$ cat src/rtl/down_count_timer_pkg.sv
// Shared state encoding and default width for the down-count timer.
// No logic; imported by the top and referenced for parameter defaults.
package down_count_timer_pkg;

    localparam int DCT_WIDTH_DEFAULT = 4;

    typedef enum logic [1:0] {
        ST_IDLE = 2'b00,
        ST_RUN  = 2'b01,
        ST_DONE = 2'b10
    } dct_state_t;

endpackage

$ cat src/rtl/down_count_stage.sv
// One bit of a borrow-chain decrementer: d minus borrow-in.
// Latency: combinational. Backpressure: none.
module down_count_stage (
    input  logic d,
    input  logic bin,
    output logic q,
    output logic bout
);

    assign q    = d ^ bin;
    assign bout = bin & ~d;

endmodule

$ cat src/rtl/down_count_timer.sv
// Loadable down-count timer (IDLE/RUN/DONE); DOWN_COUNT_TIMER_AUTO_RELOAD_EN restarts from reload after DONE.
// Latency: start at edge k with count N -> busy k+1..k+N, done k+N+1. Backpressure: none; stop aborts a run.
module down_count_timer
    import down_count_timer_pkg::*;
#(
    parameter int WIDTH = DCT_WIDTH_DEFAULT
) (
    input  logic             clk,
    input  logic             reset,
    input  logic             load,
    input  logic [WIDTH-1:0] load_value,
    input  logic             start,
    input  logic             stop,
    output logic [WIDTH-1:0] q,
    output logic             busy,
    output logic             done
);

    dct_state_t       state, state_nxt;
    logic [WIDTH-1:0] q_r, q_nxt;
    logic [WIDTH-1:0] reload_r, reload_nxt;
    logic             busy_r, done_r;
    logic [WIDTH-1:0] q_dec;
    logic [WIDTH:0]   borrow;
    logic             q_zero;
    logic [WIDTH-1:0] eff_count;

    // Borrow-in of 1 at the LSB yields q_r - 1; a borrow out of the MSB means q_r was 0.
    assign borrow[0] = 1'b1;

    for (genvar i = 0; i < WIDTH; i++) begin : g_dec
        down_count_stage u_stage (
            .d    (q_r[i]),
            .bin  (borrow[i]),
            .q    (q_dec[i]),
            .bout (borrow[i+1])
        );
    end

    assign q_zero    = borrow[WIDTH];
    assign eff_count = load ? load_value : q_r;

    always_ff @(posedge clk or negedge reset) begin
        if (!reset) begin
            state    <= ST_IDLE;
            q_r      <= '0;
            reload_r <= '0;
            busy_r   <= 1'b0;
            done_r   <= 1'b0;
        end else begin
            state    <= state_nxt;
            q_r      <= q_nxt;
            reload_r <= reload_nxt;
            busy_r   <= (state_nxt == ST_RUN);
            done_r   <= (state_nxt == ST_DONE);
        end
    end

    always_comb begin
        state_nxt = state;
        unique case (state)
            ST_IDLE: begin
                if (start) begin
                    state_nxt = (eff_count != '0) ? ST_RUN : ST_DONE;
                end
            end
            ST_RUN: begin
                if (stop) begin
                    state_nxt = ST_IDLE;
                end else if (q_zero || (q_dec == '0)) begin
                    state_nxt = ST_DONE;
                end
            end
            ST_DONE: begin
`ifdef DOWN_COUNT_TIMER_AUTO_RELOAD_EN
                if (!stop && (reload_r != '0)) begin
                    state_nxt = ST_RUN;
                end else begin
                    state_nxt = ST_IDLE;
                end
`else
                state_nxt = ST_IDLE;
`endif
            end
            default: state_nxt = ST_IDLE;
        endcase
    end

    always_comb begin
        q_nxt      = q_r;
        reload_nxt = reload_r;
        unique case (state)
            ST_IDLE: begin
                if (load) begin
                    q_nxt      = load_value;
                    reload_nxt = load_value;
                end
            end
            ST_RUN: begin
                // stop wins over decrement; never decrement past zero
                if (!stop && !q_zero) begin
                    q_nxt = q_dec;
                end
            end
            ST_DONE: begin
`ifdef DOWN_COUNT_TIMER_AUTO_RELOAD_EN
                if (!stop && (reload_r != '0)) begin
                    q_nxt = reload_r;
                end else begin
                    q_nxt = '0;
                end
`else
                q_nxt = '0;
`endif
            end
            default: q_nxt = '0;
        endcase
    end

    assign q    = q_r;
    assign busy = busy_r;
    assign done = done_r;

endmodule

$ cat config.mk
export PLATFORM = sky130hd
export DESIGN_NAME = down_count_timer
export DESIGN_NICKNAME = d
export VERILOG_FILES = /design/src/rtl/down_count_timer_pkg.sv /design/src/rtl/down_count_stage.sv /design/src/rtl/down_count_timer.sv
export SDC_FILE = /design/constraint.sdc
export NUM_CORES = 1
export LEC_CHECK = 0
export BUFFER_PORTS_ARGS = -buffer_cell sky130_fd_sc_hd__buf_2
export CAP_MARGIN = 40
export CORE_AREA = 5 5 42 44
export DETAILED_ROUTE_END_ITERATION = 6
export DIE_AREA = 0 0 47 49
export SLEW_MARGIN = 20
export SYNTH_ARGS = -nofsm -noshare
export SYNTH_HDL_FRONTEND = slang
export SYNTH_SLANG_ARGS = --single-unit
$ cat constraint.sdc
create_clock -name clk -period 3.35 [get_ports clk]
set_input_delay 0.335 -clock clk [delete_from_list [all_inputs] [get_ports clk]]
set_output_delay 0.335 -clock clk [all_outputs]
set_load 0.02 [all_outputs]
# After elaboration in Yosys (flattened, before gate mapping)
# Index checks and enable logic that the tools add are counted.
# classes
eq_ne	4
mux	8
n_bitwise	10
n_reduce_logical	7
# op_table
op	n
two-way mux 2 bit	4
two-way mux 4 bit	2
one-hot mux 4 bit (2 select lines)	1
equality test 2 x 1 -> 1 bit (second input constant)	2
zero test 4 bit	1
NOT 1 bit	4
one-hot mux 2 bit (2 select lines)	1
nonzero test 4 bit	1
AND 1 bit	3
XOR 1 bit	3
equality test 2 bit (second input constant)	1
zero test 1 bit	2
zero test 2 bit	1
!= test 2 bit (second input constant)	1
logical AND 1 bit	1
logical OR 1 bit	1
# word_totals
regBits	8
inputBits	9
output_inout_bits	6

# Depth between registers and ports, before layout
# depth
depth_word	10
ltp_mapped	7
mapped_depth_nobuf	7

# Modules after synthesis
# A second synthesis with hierarchy kept.
# hier_totals
cells_unflattened	57
area_unflattened_um2	525.5
# by_module_without_submodules
mod	instances	cells_per_inst	area_each_um2
down_count_timer	1	45	445.4
down_count_stage	4	3	20.0

# Worst setup path after synthesis
# Ideal clock, no wire load.
# synth_path
path_kind	reg2reg
from	reg q_r[0] (netlist: q[0])
to	reg q_r[0] (netlist: q[0])
setup_ps	124
t_arrival_ps	1785
required_ps	3226
slack_ps	1441
path_stages_with_launch	8
path_buffers	0
synth_period_minus_slack_ps	1909
path_cell_list	dfrtp_1 > inv_1 > ha_1 > ha_1 > ha_1 > or2_2 > and2_1 > a211o_1
# synth_via
elab_chain_len	7
word_cells_on_any_way	10
# synth_rtl
item	line_no	rtl
start: declaration	down_count_timer.sv:20	logic [WIDTH-1:0] q_r, q_nxt;
start signal: assignment	down_count_timer.sv:52	q_r <= q_nxt;
NOT 1 bit	down_count_stage.sv:11	assign bout = bin & ~d;
AND 1 bit (3 in series)	down_count_stage.sv:11	
zero test 1 bit	down_count_timer.sv:101	if (!stop && !q_zero) begin
logical AND 1 bit	down_count_timer.sv:101	
!= test 2 bit (no source line)	--	
# Several ways; a longest one is shown, not always the timed one. The select of a mux whose other input is x is not followed.
# A chain may end at the register's enable or synchronous reset.

# Worst setup path in the final report
# Same ends and word-level chain as after synthesis.

==> key figures <==
Synth
  – List of most frequent post-synthesis cells: dfrtp_1, o21ai_0, buf_4, inv_1
  – Syn Inst Count: 56
  – Synth top area share: about 37%
  – Top_reg_cell synth: dfrtp_1
  – Synth async-reset ratio: 100%
  – Synth warnings: 0
  – Yosys reg bits: 8
  – Leading area contributor after synthesis: dfrtp_1
  – EDFF count, synth: 0
  – Post-Syn Area per Cell: 9.65 um2
  – Post-synthesis sequential area ratio: a little under two fifths
  – Synth Net Count: 69
  – Mapped cell area: around 540 um2
  – Yosys cell types: 22
  – Synth top area cells: dfrtp_1, ha_1, o21ai_0

Global routing
  – Overall routing resource usage: between 10% and 20%
  – Largest net degree at the start of global routing: 13
  – GRT met3 Usage: between 3 and 4%
  – GRT Residual Overflow: 0
  – Met1 usage: between 10% and 20%
  – Busiest grt layer: met2
  – First-pass GRT wire length: around 2.0 mm
  – Initial antenna violation count: 0
  – Vias in the first global route: 459
  – Grt met2 use: approximately a fifth

Setup path
  – Worst-path maximum fanout: 6
  – Critical path startpoint category: register
  – CP delay by family, top: adder cells
  – Crit path kind: reg2reg
  – Slowest CP cell: dfrtp_1
  – Crit. End Element: register
  – Crit-path most repeated cell: ha_1
  – Arr. time, crit path: 2.27 ns
  – CP max stage delay: 0.45 ns
  – CP cell instances: inv_1 -> ha_1 -> ha_1 -> ha_1 -> or2_2 -> a2111oi_0 -> a211o_1
  – Worst path bufs/invs: 1
  – Req. time, crit path: about 3.5 ns

Floorplan
  – Initial core utilization: between 30% and 40%
  – Die width: approximately 47 um
  – IO Count: 15
  – # rows: 14
  – Die H: 49 um
  – Die area: 0.00230 mm2
  – Core area: ~0.0014 mm2

Timing
  – Relative slew slack: between 60% and 70%
  – Setup_tns: 0 ns
  – Fmax: a little under 500 MHz
  – Final hold vios: 0
  – Max-slew violations: 0
  – Fin crit share: slightly above 60%
  – RSZ-0062 raised after global routing: false
  – Tightest Pin Transition: roughly 0.44 ns
  – Minimum clock period: ~2.1 ns
  – Skew final: around 0.0032 ns
  – Final Setup Violations: 0

Layout
  – Antenna Cells: 0
  – # nets final: 84
  – Final core utilization: 44.6%
  – Synthesis-to-finish area growth: 15.7%
  – Share of cells above drive strength 1: 33.3%

Clocking
  – CTS tree: yes
  – CTS root buf: clkbuf_4
  – H-tree depth: 1
  – Skew-Pair Late Insertion Delay: between 0.2 and 0.3 ns
  – Clock transition at the registers of the reported paths: around 0.05 ns
  – CTS sink cnt: 8
  – Clk buf depth: 2
  – Num CTS Buffers: 3
  – Setup repair bufs after CTS: 0

Detailed routing
  – Initial DRT Pass Iterations: 4
  – Routed WL: 1.20 mm
  – Routed WL per cell: approximately 14 um
  – Number of vias per cell: 5.40
  – Antenna-violating nets left: 0
  – Initial drt markers: 10
  – Vias: about 460
  – Residual DRC: 0

Placed design
  – GP Congestion: slightly above 0.7
  – Port Buffers: 14
  – DP HPWL: approximately 930 um

Pwr
  – Power per Cell Area: 903 mW/mm2
  – Max VDD drop: around 0.33 mV
  – Leakage: 0.301 nW

Flow run
  – Max cap viols: 0

Status
  – Run status: finished, final reports clean

Min path
  – Hold Crit Class: in2reg
-- report_power, final --
part	switching, mW	total [mW]	internal [mW]
Combinational	0.163	0.290	0.127
Sequential	0.0608	0.202	0.141
Clock	0.0321	0.0731	0.0410
-- worst register-to-register path: stages, from the launching register on --
cell and delay, ns:
dfrtp_1 0.45, inv_1 0.09, ha_1 0.20, ha_1 0.18, ha_1 0.19, or2_2 0.34, a2111oi_0 0.41, a211o_1 0.16
-- placed cells by master (no fill, tap or decap), drive strengths merged, types with 2 or more instances in the layout --
cell type and n:
mux2 3, a21oi 4, dfrtp 8, inv 5
ha 4, buf 14, nand3 3, o21ai 8
a2111oi 2, a32o 2, clkbuf 3
-- state kept, by name, summed over array words and instances (netlist names) --
register / count
state: 2
done: 1
q: 4
busy: 1
-- worst paths after layout --
check / start / endpoint / slack [ns] / depth (start not counted)
setup reg to reg: q[0]$_DFFE_PN0P_ / q[0]$_DFFE_PN0P_ / 1.27 / 7
hold / removal: start / done$_DFF_PN0_ / 0.36 / 2
setup / recovery: q[0]$_DFFE_PN0P_ / q[0]$_DFFE_PN0P_ / 1.27 / 7
hold reg to reg: q[1]$_DFFE_PN0P_ / q[1]$_DFFE_PN0P_ / 0.60 / 2
min in group asynchronous: reset / state[0]$_DFF_PN0_ / 0.45 / 2
max in group asynchronous: reset / q[1]$_DFFE_PN0P_ / 2.72 / 2
-- layout make-up --
class	instances	area [um2]
inverter	5	18.8
tap	16	20.0
multi-input combinational	38	284
fill	159	776
timing repair buffer	15	80.1
clock buffer	3	22.5
sequential	8	200
-- timing repair --
item	in CTS	in global routing
endpoints found under the hold margin	8	0
hold buffers	1	0
gates resized for setup	0	0
-- metrics by stage --
step           setup slack, ns  area (um2)  std cells  power, mW  hold WS, ns
2_1_floorplan             1.44         541         56      0.443       0.0394
3_3_place_gp              1.32         593         81      0.490        0.185
3_5_place_dp              1.26         593         81      0.495        0.192
4_1_cts                   1.24         626         85      0.575        0.351
5_1_grt                   1.06         626         85      0.635        0.353
6_report                  1.27         626         85      0.565        0.360
-- cell families after synthesis --
family,Yosys count,synth area share (%)
simple gates,12,13.4
fa+ha+maj,4,9.26
flops,8,37.0
mux,3,6.25
compound gates,19,23.6
buf+inv,10,10.4
-- routing by layer --
layer,vias up,share of wire [%]
met4,0,1.2
li1,234,-
met5,-,0
met2,15,46
met3,2,8.0
met1,208,45
Power figures use the tool's default switching activity.
